[config.mk]
export PLATFORM = sky130hd
export DESIGN_NAME = dcache_lookup_pipe_flat
export DESIGN_NICKNAME = d
export VERILOG_FILES = /design/src/rtl/dcache_lookup_pipe_if.sv /design/src/rtl/dcache_lookup_pipe.sv /design/src/flat_wrapper.sv
export SDC_FILE = /design/constraint.sdc
export NUM_CORES = 2
export LEC_CHECK = 0
export BUFFER_PORTS_ARGS = -buffer_cell sky130_fd_sc_hd__buf_4
export CELL_PAD_IN_SITES_DETAIL_PLACEMENT = 0
export CELL_PAD_IN_SITES_GLOBAL_PLACEMENT = 1
export CORE_AREA = 3 3 311 313
export CTS_BUF_LIST = sky130_fd_sc_hd__clkbuf_8
export DETAILED_ROUTE_END_ITERATION = 8
export DIE_AREA = 0 0 314 316
export PLACE_DENSITY = 0.69
export SYNTH_ARGS = -nofsm -noshare
export SYNTH_HDL_FRONTEND = slang
export SYNTH_SLANG_ARGS = --single-unit
[constraint.sdc]
create_clock -name clk_i -period 6.1 [get_ports clk_i]
set_clock_uncertainty 0.05 [all_clocks]
set_input_delay 0 -clock clk_i [delete_from_list [all_inputs] [get_ports clk_i]]
set_output_delay 0 -clock clk_i [all_outputs]
set_load 0.01 [all_outputs]
[src/rtl/dcache_lookup_pipe_if.sv]
// Handshake/bus bundle between the D-cache control FSM, the tag lookup pipe and the valid/tag arrays.
interface dcache_lookup_pipe_if #(
  parameter int unsigned WAYS    = 8,
  parameter int unsigned WAY_W   = 3,
  parameter int unsigned TAG_W   = 44,
  parameter int unsigned INDEX_W = 6
);
  logic                     req_valid;
  logic [INDEX_W-1:0]       req_index;
  logic [TAG_W-1:0]         req_ptag;
  logic                     req_ready;
  logic                     flush;
  logic                     arr_valid;
  logic [INDEX_W-1:0]       arr_index;
  logic [WAYS-1:0]          valid_rdata;
  logic [WAYS*TAG_W-1:0]    tag_rdata;
  logic                     fill_valid;
  logic [INDEX_W-1:0]       fill_index;
  logic                     rsp_valid;
  logic                     rsp_ready;
  logic                     rsp_hit;
  logic                     rsp_full;
  logic [WAY_W-1:0]         rsp_way;
  logic [INDEX_W-1:0]       rsp_index;
  logic [WAYS*TAG_W-1:0]    rsp_tag_all;
  logic                     rsp_multihit;

  modport master (
    output req_valid, req_index, req_ptag, flush, valid_rdata, tag_rdata,
           fill_valid, fill_index, rsp_ready,
    input  req_ready, arr_valid, arr_index, rsp_valid, rsp_hit, rsp_full,
           rsp_way, rsp_index, rsp_tag_all, rsp_multihit
  );

  modport slave (
    input  req_valid, req_index, req_ptag, flush, valid_rdata, tag_rdata,
           fill_valid, fill_index, rsp_ready,
    output req_ready, arr_valid, arr_index, rsp_valid, rsp_hit, rsp_full,
           rsp_way, rsp_index, rsp_tag_all, rsp_multihit
  );
endinterface

[src/rtl/dcache_lookup_pipe.sv]
// Two-stage D-cache tag lookup: array read + tag compare/victim pick (S1), registered result (S2).
// Optional multihit detection and check enabled by defining DCACHE_LOOKUP_MULTIHIT_CHK_EN.
module dcache_lookup_pipe #(
  parameter int unsigned WAYS    = 8,
  parameter int unsigned WAY_W   = 3,
  parameter int unsigned TAG_W   = 44,
  parameter int unsigned INDEX_W = 6
) (
  input  logic                 clk_i,
  input  logic                 rst_ni,
  dcache_lookup_pipe_if.slave  bus_io
);
  localparam int unsigned NSETS = 1 << INDEX_W;

  logic                  s2_en_c, s1_adv_c, req_ready_c, accept_c;
  logic                  s1_valid_q, s1_valid_d;
  logic [INDEX_W-1:0]    s1_index_q, s1_index_d;
  logic [TAG_W-1:0]      s1_ptag_q, s1_ptag_d;
  logic                  s2_valid_q, s2_valid_d;
  logic                  rsp_hit_q, rsp_hit_d;
  logic                  rsp_full_q, rsp_full_d;
  logic [WAY_W-1:0]      rsp_way_q, rsp_way_d;
  logic [INDEX_W-1:0]    rsp_index_q, rsp_index_d;
  logic [WAYS*TAG_W-1:0] rsp_tag_all_q, rsp_tag_all_d;
  logic [WAY_W-1:0]      rr_q [NSETS];

  logic [WAYS-1:0]       hit_bits_c;
  logic [WAY_W-1:0]      hit_way_c, inv_way_c, rr_fwd_c, way_sel_c;
  logic                  any_inv_c, hit_c;

  function automatic logic [WAY_W-1:0] rr_inc(input logic [WAY_W-1:0] p);
    return (p == WAY_W'(WAYS - 1)) ? '0 : p + WAY_W'(1);
  endfunction

  always_comb begin
    s2_en_c     = ~s2_valid_q | bus_io.rsp_ready;
    s1_adv_c    = s1_valid_q & s2_en_c;
    req_ready_c = ~s1_valid_q | s2_en_c;
    accept_c    = bus_io.req_valid & req_ready_c & ~bus_io.flush;
  end

  assign bus_io.req_ready = req_ready_c;
  assign bus_io.arr_valid = accept_c;
  assign bus_io.arr_index = bus_io.req_index;

  // Tag compare, lowest hit way and lowest invalid way over the array data held for S1.
  always_comb begin
    hit_bits_c = '0;
    hit_way_c  = '0;
    inv_way_c  = '0;
    any_inv_c  = 1'b0;
    for (int i = 0; i < int'(WAYS); i++) begin
      hit_bits_c[i] = bus_io.valid_rdata[i] &
                      (bus_io.tag_rdata[i*TAG_W +: TAG_W] == s1_ptag_q);
    end
    for (int i = int'(WAYS) - 1; i >= 0; i--) begin
      if (hit_bits_c[i]) hit_way_c = WAY_W'(i);
      if (!bus_io.valid_rdata[i]) begin
        inv_way_c = WAY_W'(i);
        any_inv_c = 1'b1;
      end
    end
    hit_c = |hit_bits_c;
  end

  // A refill committed to this set in the compute cycle is forwarded into the victim choice.
  always_comb begin
    rr_fwd_c = rr_q[s1_index_q];
    if (bus_io.fill_valid && (bus_io.fill_index == s1_index_q)) begin
      rr_fwd_c = rr_inc(rr_q[s1_index_q]);
    end
    way_sel_c = hit_c ? hit_way_c : (any_inv_c ? inv_way_c : rr_fwd_c);
  end

  always_comb begin
    s1_valid_d    = s1_valid_q;
    s1_index_d    = s1_index_q;
    s1_ptag_d     = s1_ptag_q;
    s2_valid_d    = s2_valid_q;
    rsp_hit_d     = rsp_hit_q;
    rsp_full_d    = rsp_full_q;
    rsp_way_d     = rsp_way_q;
    rsp_index_d   = rsp_index_q;
    rsp_tag_all_d = rsp_tag_all_q;
    if (bus_io.flush) begin
      s1_valid_d = 1'b0;
    end else if (req_ready_c) begin
      s1_valid_d = bus_io.req_valid;
      if (bus_io.req_valid) begin
        s1_index_d = bus_io.req_index;
        s1_ptag_d  = bus_io.req_ptag;
      end
    end
    if (bus_io.flush) begin
      s2_valid_d = 1'b0;
    end else if (s2_en_c) begin
      s2_valid_d = s1_valid_q;
      if (s1_adv_c) begin
        rsp_hit_d     = hit_c;
        rsp_full_d    = &bus_io.valid_rdata;
        rsp_way_d     = way_sel_c;
        rsp_index_d   = s1_index_q;
        rsp_tag_all_d = bus_io.tag_rdata;
      end
    end
  end

  always_ff @(posedge clk_i or negedge rst_ni) begin
    if (!rst_ni) begin
      s1_valid_q    <= 1'b0;
      s1_index_q    <= '0;
      s1_ptag_q     <= '0;
      s2_valid_q    <= 1'b0;
      rsp_hit_q     <= 1'b0;
      rsp_full_q    <= 1'b0;
      rsp_way_q     <= '0;
      rsp_index_q   <= '0;
      rsp_tag_all_q <= '0;
    end else begin
      s1_valid_q    <= s1_valid_d;
      s1_index_q    <= s1_index_d;
      s1_ptag_q     <= s1_ptag_d;
      s2_valid_q    <= s2_valid_d;
      rsp_hit_q     <= rsp_hit_d;
      rsp_full_q    <= rsp_full_d;
      rsp_way_q     <= rsp_way_d;
      rsp_index_q   <= rsp_index_d;
      rsp_tag_all_q <= rsp_tag_all_d;
    end
  end

  // Per-set round-robin pointers; flush leaves them alone.
  always_ff @(posedge clk_i or negedge rst_ni) begin
    if (!rst_ni) begin
      for (int s = 0; s < int'(NSETS); s++) rr_q[s] <= '0;
    end else if (bus_io.fill_valid) begin
      rr_q[bus_io.fill_index] <= rr_inc(rr_q[bus_io.fill_index]);
    end
  end

  assign bus_io.rsp_valid   = s2_valid_q;
  assign bus_io.rsp_hit     = rsp_hit_q;
  assign bus_io.rsp_full    = rsp_full_q;
  assign bus_io.rsp_way     = rsp_way_q;
  assign bus_io.rsp_index   = rsp_index_q;
  assign bus_io.rsp_tag_all = rsp_tag_all_q;

`ifdef DCACHE_LOOKUP_MULTIHIT_CHK_EN
  logic multihit_c;
  logic rsp_multihit_q, rsp_multihit_d;

  // More than one bit set iff clearing the lowest set bit leaves something.
  always_comb begin
    multihit_c     = |(hit_bits_c & (hit_bits_c - WAYS'(1)));
    rsp_multihit_d = rsp_multihit_q;
    if (!bus_io.flush && s1_adv_c) rsp_multihit_d = multihit_c;
  end

  always_ff @(posedge clk_i or negedge rst_ni) begin
    if (!rst_ni) rsp_multihit_q <= 1'b0;
    else         rsp_multihit_q <= rsp_multihit_d;
  end

  assign bus_io.rsp_multihit = rsp_multihit_q;

`ifndef SYNTHESIS
  always_ff @(posedge clk_i) begin
    if (rst_ni && s1_adv_c && !bus_io.flush) begin
      assert (!multihit_c)
        else $error("dcache_lookup_pipe: multiple ways hit in set %0d", s1_index_q);
    end
  end
`endif
`else
  assign bus_io.rsp_multihit = 1'b0;
`endif

endmodule

[src/flat_wrapper.sv]
// flat-port wrapper written by rule: the top's interface ports become plain ports
module dcache_lookup_pipe_flat 
#(
  parameter int unsigned WAYS    = 8,
  parameter int unsigned WAY_W   = 3,
  parameter int unsigned TAG_W   = 44,
  parameter int unsigned INDEX_W = 6
)
  (clk_i, rst_ni, bus_io_req_valid, bus_io_req_index, bus_io_req_ptag, bus_io_flush, bus_io_valid_rdata, bus_io_tag_rdata, bus_io_fill_valid, bus_io_fill_index, bus_io_rsp_ready, bus_io_req_ready, bus_io_arr_valid, bus_io_arr_index, bus_io_rsp_valid, bus_io_rsp_hit, bus_io_rsp_full, bus_io_rsp_way, bus_io_rsp_index, bus_io_rsp_tag_all, bus_io_rsp_multihit);
  dcache_lookup_pipe_if #(.WAYS(WAYS), .WAY_W(WAY_W), .TAG_W(TAG_W), .INDEX_W(INDEX_W)) bus_io_i ();
  input  logic clk_i;
  input  logic rst_ni;
  input wire logic [$bits(bus_io_i.req_valid)-1:0] bus_io_req_valid;
  input wire logic [$bits(bus_io_i.req_index)-1:0] bus_io_req_index;
  input wire logic [$bits(bus_io_i.req_ptag)-1:0] bus_io_req_ptag;
  input wire logic [$bits(bus_io_i.flush)-1:0] bus_io_flush;
  input wire logic [$bits(bus_io_i.valid_rdata)-1:0] bus_io_valid_rdata;
  input wire logic [$bits(bus_io_i.tag_rdata)-1:0] bus_io_tag_rdata;
  input wire logic [$bits(bus_io_i.fill_valid)-1:0] bus_io_fill_valid;
  input wire logic [$bits(bus_io_i.fill_index)-1:0] bus_io_fill_index;
  input wire logic [$bits(bus_io_i.rsp_ready)-1:0] bus_io_rsp_ready;
  output wire logic [$bits(bus_io_i.req_ready)-1:0] bus_io_req_ready;
  output wire logic [$bits(bus_io_i.arr_valid)-1:0] bus_io_arr_valid;
  output wire logic [$bits(bus_io_i.arr_index)-1:0] bus_io_arr_index;
  output wire logic [$bits(bus_io_i.rsp_valid)-1:0] bus_io_rsp_valid;
  output wire logic [$bits(bus_io_i.rsp_hit)-1:0] bus_io_rsp_hit;
  output wire logic [$bits(bus_io_i.rsp_full)-1:0] bus_io_rsp_full;
  output wire logic [$bits(bus_io_i.rsp_way)-1:0] bus_io_rsp_way;
  output wire logic [$bits(bus_io_i.rsp_index)-1:0] bus_io_rsp_index;
  output wire logic [$bits(bus_io_i.rsp_tag_all)-1:0] bus_io_rsp_tag_all;
  output wire logic [$bits(bus_io_i.rsp_multihit)-1:0] bus_io_rsp_multihit;
  assign bus_io_i.req_valid = bus_io_req_valid;
  assign bus_io_i.req_index = bus_io_req_index;
  assign bus_io_i.req_ptag = bus_io_req_ptag;
  assign bus_io_i.flush = bus_io_flush;
  assign bus_io_i.valid_rdata = bus_io_valid_rdata;
  assign bus_io_i.tag_rdata = bus_io_tag_rdata;
  assign bus_io_i.fill_valid = bus_io_fill_valid;
  assign bus_io_i.fill_index = bus_io_fill_index;
  assign bus_io_i.rsp_ready = bus_io_rsp_ready;
  assign bus_io_req_ready = bus_io_i.req_ready;
  assign bus_io_arr_valid = bus_io_i.arr_valid;
  assign bus_io_arr_index = bus_io_i.arr_index;
  assign bus_io_rsp_valid = bus_io_i.rsp_valid;
  assign bus_io_rsp_hit = bus_io_i.rsp_hit;
  assign bus_io_rsp_full = bus_io_i.rsp_full;
  assign bus_io_rsp_way = bus_io_i.rsp_way;
  assign bus_io_rsp_index = bus_io_i.rsp_index;
  assign bus_io_rsp_tag_all = bus_io_i.rsp_tag_all;
  assign bus_io_rsp_multihit = bus_io_i.rsp_multihit;
  dcache_lookup_pipe #(.WAYS(WAYS), .WAY_W(WAY_W), .TAG_W(TAG_W), .INDEX_W(INDEX_W)) u_core (.clk_i(clk_i), .rst_ni(rst_ni), .bus_io(bus_io_i));
endmodule
# Word level (Yosys, flattened, before mapping)
# Index checks and enable logic that the tools add are counted.
# totals
input_bits	422
register_bits	607
wordCells	157
output_inout_bits	373
# op_classes
magnitude_cmp	3
n_eq_ne	11
n_reduce_logical	8
n_addsub	2
n_bitwise	18
n_mux	42
# op_table
op	n
44-bit equality test	8
192-bit bitwise mux	1
3-bit two-way mux	26
3-bit binary-select mux with 6-bit select	2
3-bit demux with 6-bit select	1
7-bit >= comparator, second input constant	2
6-bit inverter with 7-bit output	2
1-bit two-way mux	12
1-bit bitwise AND	11
8-bit AND reduction	1
8-bit OR reduction	1
7-bit by 1-bit less-than comparator with 1-bit output, second input constant	1
3-bit by 1-bit adder with 3-bit output, second input constant	2
3-bit equality test, second input constant	2
6-bit equality test	1
3-bit AND reduction	2
2-bit nonzero test	2
1-bit inverter	3
1-bit logical AND	2
1-bit bitwise OR	2

# Logic depth before layout (Yosys ltp)
# logic_depth
ltp_word	11
mapped_depth	17
ltp_nobuf	12

# Worst setup path after synthesis
# OpenSTA, ideal clock, no wires.
# synth_path
kind	input -> register
from	input port bus_io_fill_index[2]
to	register u_core.rr_q[107] (netlist bit)
path_buffers	6
path_slack_ns	2.825
arrival_ns	3.100
cell_stages	15
required_time_ns	5.925
setup_time_ns	0.125
path_cell_list	buf_2 and3b_1 buf_2 a22o_1 a221oi_2 a31oi_1 or4_1 or4_1 buf_4 buf_6 ha_1 ha_1 buf_1 clkbuf_1 mux2_2
# synth_between
elab_chain_cells	7
elab_cells_between_ends	13
classes_between	1 x add/sub; 2 x order compare; 1 x eq/ne; 7 x mux; 1 x bitwise; 1 x reduce/logical
# synth_rtl
item	line	rtl
start: declaration	flat_wrapper.sv:20	input wire logic [$bits(bus_io_i.fill_index)-1:0] bus_io_fill_index;
6-bit inverter with 7-bit output (implied by the code) (*)	dcache_lookup_pipe.sv:137	rr_q[bus_io.fill_index] <= rr_inc(rr_q[bus_io.fill_index]);
3-bit binary-select mux with 6-bit select	dcache_lookup_pipe.sv:137	
3-bit two-way mux (implied by the code) (2 in a row)	dcache_lookup_pipe.sv:137	
3-bit by 1-bit adder with 3-bit output / 3-bit equality test (equally long branches)	dcache_lookup_pipe.sv:32	return (p == WAY_W'(WAYS - 1)) ? '0 : p + WAY_W'(1);
3-bit two-way mux	dcache_lookup_pipe.sv:32	
192-bit bitwise mux (*)	dcache_lookup_pipe.sv:137	
end signal: indexed assignment	dcache_lookup_pipe.sv:137	
end: declaration	dcache_lookup_pipe.sv:25	logic [WAY_W-1:0] rr_q [NSETS];
# Every way passes the cells marked *; elsewhere a longest branch is shown, timed or not. The select of a mux whose other input is x is not followed.
# A chain may end at the register's enable or synchronous reset.

# Worst setup path after layout
# layout_path
from	register u_core.s1_index_q[0]
to	register u_core.rsp_way_q[1], in the netlist u_core.bus_io.rsp_way[1]
# layout_between
elab_chain_cells	9
elab_cells_between_ends	12
classes_between	1 x add/sub; 2 x eq/ne; 7 x mux; 1 x bitwise; 1 x reduce/logical
# layout_rtl
item	line	rtl
start: declaration	dcache_lookup_pipe.sv:17	logic [INDEX_W-1:0] s1_index_q, s1_index_d;
start signal: assignment	dcache_lookup_pipe.sv:121	s1_index_q <= s1_index_d;
6-bit inverter with 7-bit output (implied by the code)	dcache_lookup_pipe.sv:68, dcache_lookup_pipe.sv:70	
3-bit binary-select mux with 6-bit select	dcache_lookup_pipe.sv:68, dcache_lookup_pipe.sv:70	
3-bit two-way mux (implied by the code) (2 in a row)	dcache_lookup_pipe.sv:68, dcache_lookup_pipe.sv:70	
3-bit by 1-bit adder with 3-bit output / 3-bit equality test (equally long branches)	dcache_lookup_pipe.sv:32	
3-bit two-way mux	dcache_lookup_pipe.sv:32	
3-bit two-way mux (*)	dcache_lookup_pipe.sv:69	if (bus_io.fill_valid && (bus_io.fill_index == s1_index_q)) begin
3-bit two-way mux (*) (2 in a row)	dcache_lookup_pipe.sv:72	way_sel_c = hit_c ? hit_way_c : (any_inv_c ? inv_way_c : rr_fwd_c);
end signal: assignment	dcache_lookup_pipe.sv:126	rsp_way_q <= rsp_way_d;
end: declaration	dcache_lookup_pipe.sv:22	logic [WAY_W-1:0] rsp_way_q, rsp_way_d;
# Marks and branches as above.

==> metrics.log <==
INFO  metric status = finished, final reports clean
INFO  metric tritoncts_num_sinks = 607
INFO  metric min-delay-path-class = primary input to flip-flop
INFO  metric postLayoutCoreUtil = 51.4%
INFO  metric async_s_r_ff_share_synth = 100%
INFO  metric rsz0062_at_grt = false
INFO  metric vias = 34200
INFO  metric design.final.nets = 5324
INFO  metric cap_viol_max_count = 0
INFO  metric timing.fmax = 199 MHz
INFO  metric worst_skew_pair.late_latency = 0.79 ns
INFO  metric detailed_routing_wirelength_on_met1 = 75300 um
INFO  metric pin_count = 795
INFO  metric cellLeakagePower = roughly 23 nW
INFO  metric unique_masters_post_synth = 63
INFO  metric initial_antenna_violation_count = 50
INFO  metric synth_cells = 3381
INFO  metric holdCritStartpoint = bus_io_tag_rdata[246]
INFO  metric worst_path_arrival_time = about 5.6 ns
INFO  metric place_congestion = between 0.9 and 1
INFO  metric vdd_drop_max = approximately 0.19 mV
INFO  metric largest_net_degree_at_the_start_of_global_routing = 160
INFO  metric max_slew.worst_pin.slew = around 1.2 ns
INFO  metric area.growth.synth_to_final = 54.8%
INFO  metric setup_viol_count_final = 0
INFO  metric syn_area = 31400 um^2
INFO  metric port_buffers = around 800
INFO  metric top_layer_used = met5
INFO  metric cp.required = 6.71 ns
INFO  metric drv_slew = 0
INFO  metric design.core.area = 94600 um^2
INFO  metric yosys_most_used_dff = dfrtp_1
INFO  metric r2r_start = u_core.s1_index_q[0]$_DFFE_PN0P_
INFO  metric drive_above_1_share = 25.3%
INFO  metric synthesis.nets = 3807
INFO  metric timing.final.crit_period = 5.01 ns
INFO  metric cts_tree = built
INFO  metric detailroute.wirelength.met3 = 20600 um
INFO  metric yosysTopAreaCellShare = 48.3%
INFO  metric start_util = around a third
INFO  metric netlist_top_cells_count = nand2_1 (1307), dfrtp_1 (607), xnor2_1 (316), clkbuf_1 (174), mux2_2 (164)
INFO  metric dpl.hpwl = ~140000 um
INFO  metric grt-ovfl-total = 0
INFO  metric synth_area_leaders = dfrtp_1 (48%), nand2_1 (16%), xnor2_1 (8.8%)
INFO  metric clock-root-buffer = clkbuf_8
INFO  metric synth-seq-area-share = 48.3%
INFO  metric critical_path.endpoint_type = flip-flop
INFO  metric setup_total_negative_slack = 0 ns
INFO  metric routed_wl_met2 = about 84000 um
INFO  metric synth_area_leader_cell = dfrtp_1
INFO  metric cts.htree.levels = 3
INFO  metric grt.total_usage = 37.4%
INFO  metric critical_path_class = flip-flop to flip-flop
INFO  metric synth_seq_cells = about 600
INFO  metric post_cts_resize_count = 0
INFO  metric count_of_endpoints_failing_hold_in_the_final_timing_report = 0
INFO  metric yosysMostFrequentCell = nand2_1
INFO  metric grt_pass1_vias = 33600
INFO  metric drt-vias-per-instance = 5.44
INFO  metric setup.worst_path.start = u_core.s1_index_q[0]$_DFFE_PN0P_
INFO  metric routedWlPerCell = 30.5 um
INFO  metric maxSlewHeadroom = 18.4%
INFO  metric ctsLongestPathBuffers = 3
INFO  metric final_min_period_over_clock_period = 82.2%
INFO  metric crit_path_max_fanout = 20
INFO  metric fp.dieArea = about 99000 um^2
INFO  metric synth_enable_flop_cells = 0
INFO  metric die_height = 316 um
INFO  metric detail_route.iter0.violations = 4484
INFO  metric grt_pass1_wl = 262000 um
INFO  metric drcViolationCount = 0
INFO  metric ant_nets = 0
INFO  metric detailedRoute.firstPassIterationCount = 6
INFO  metric drt_wl_total = about 190000 um
INFO  metric timing.critical_path.from_type = flip-flop
INFO  metric pwr_density_cell = 283 nW/um^2
INFO  metric floorplan.die.width = 314 um
INFO  metric synth-warning-count = 0
INFO  metric rows = 113
INFO  metric post_synth.cell_area_avg = ~9.3 um^2
INFO  metric clk_pin_slew_worst_paths = 0.06 ns
INFO  metric cts-buffers-inserted = 108
==> through the flow <==
step | setup WS [ns] | instances | power, mW | hold slack, ns | instance area (um^2)
finish | 1.09 | 6287 | 13.8 | 0.0516 | 48700
global route | 0.887 | 6271 | 14.2 | 0.0306 | 48600
CTS | 1.14 | 6239 | 13.7 | 0.00174 | 48500
detailed placement | 2.24 | 5277 | 9.20 | 0.0917 | 38600
global placement | 2.24 | 5277 | 9.19 | 0.0859 | 38600
floorplan | 2.82 | 3381 | 7.03 | -0.346 | 31400
==> state kept, by name, summed over array words and instances, names as in the netlist <==
signal                     count
u_core.s1_index_q              6
u_core.bus_io.rsp_tag_all    352
u_core.bus_io.rsp_index        6
u_core.bus_io.rsp_way          3
u_core.bus_io.rsp_full         1
u_core.s1_valid_q              1
u_core.bus_io.rsp_hit          1
u_core.bus_io.rsp_valid        1
u_core.rr_q                  192
u_core.s1_ptag_q              44
==> power by group <==
part / switching (mW) / internal [mW]
Sequential: 0.803 / 4.71
Clock: 1.90 / 2.11
Combinational: 2.29 / 1.94
==> cell families (layout without fill, tap and decap cells) <==
| group | count (synthesis) | in the layout | synth area share [%] |
|---|---|---|---|
| adders and majority gates | 4 | 4 | 0.159 |
| muxes | 219 | 219 | 9.38 |
| AOI/OAI and AO/OA | 229 | 229 | 5.59 |
| and+or+nand+nor | 1753 | 1753 | 24.1 |
| other | 1 | 49 | 0.0119 |
| DFF | 607 | 607 | 48.3 |
| buffers and inverters | 233 | 1826 | 3.11 |
| xor gates and xnor gates | 335 | 335 | 9.34 |
==> final cells by class <==
class / instances / area [um^2]
Multi-Input combinational cell: 2541 / 15300
Clock buffer: 132 / 1820
Clock inverter: 54 / 359
Inverter: 17 / 63.8
Fill cell: 8744 / 45900
Tap cell: 1265 / 1580
Sequential cell: 607 / 15200
Antenna cell: 48 / 120
Timing Repair Buffer: 1623 / 14300
==> layout by cell type, fill, tap and decap left out, drive strengths merged, types with 31 or more instances in the layout <==
cell and n:
nand2 1307, buf 848, dlygate4sd3 775, dfrtp 607
xnor2 316, mux2 165, nand4 148, clkbuf 132
nor2 64, a22oi 56, inv 55, nor4 54
diode 48, mux4 44, nand3 41, nand2b 35
o22ai 35, o31ai 34, nor2b 31
==> worst max-delay path: stages (launching register included) <==
cell	delay, ns
dfrtp_2	0.77
buf_4	0.40
mux4_2	0.55
a22oi_1	0.22
a311oi_1	0.12
or4_1	0.63
ha_1	0.30
mux2_2	0.27
a211oi_1	0.24
o21a_1	0.16
dlygate4sd3_1	0.55
o21ai_1	0.06
dlygate4sd3_1	0.55
==> per-layer routing <==
metal / up-vias / global-route usage (%)
met4: 10 / 20.4
met1: 16800 / 48.0
met5: - / 0.725
met3: 579 / 11.1
li1: 14500 / -
met2: 2283 / 56.6
==> worst paths after layout <==
path	to	slack, ns	cells past startpoint
min in group asynchronous	u_core.bus_io.rsp_tag_all[137]$_DFFE_PN0P_	0.49	4
worst max-delay path	u_core.bus_io.rsp_way[1]$_DFFE_PN0P_	1.09	12
max in group asynchronous	u_core.bus_io.rsp_tag_all[90]$_DFFE_PN0P_	4.58	4
worst max register to register	u_core.bus_io.rsp_way[1]$_DFFE_PN0P_	1.09	12
worst min register to register	u_core.bus_io.rsp_tag_all[78]$_DFFE_PN0P_	0.42	2
worst min-delay path	u_core.bus_io.rsp_tag_all[246]$_DFFE_PN0P_	0.05	4
==> what timing repair did <==
action	CTS	global route
hold buffers	776	0
hold endpoints to repair	668	0
buffers inserted	0	0
Power figures use the tool's default switching activity.
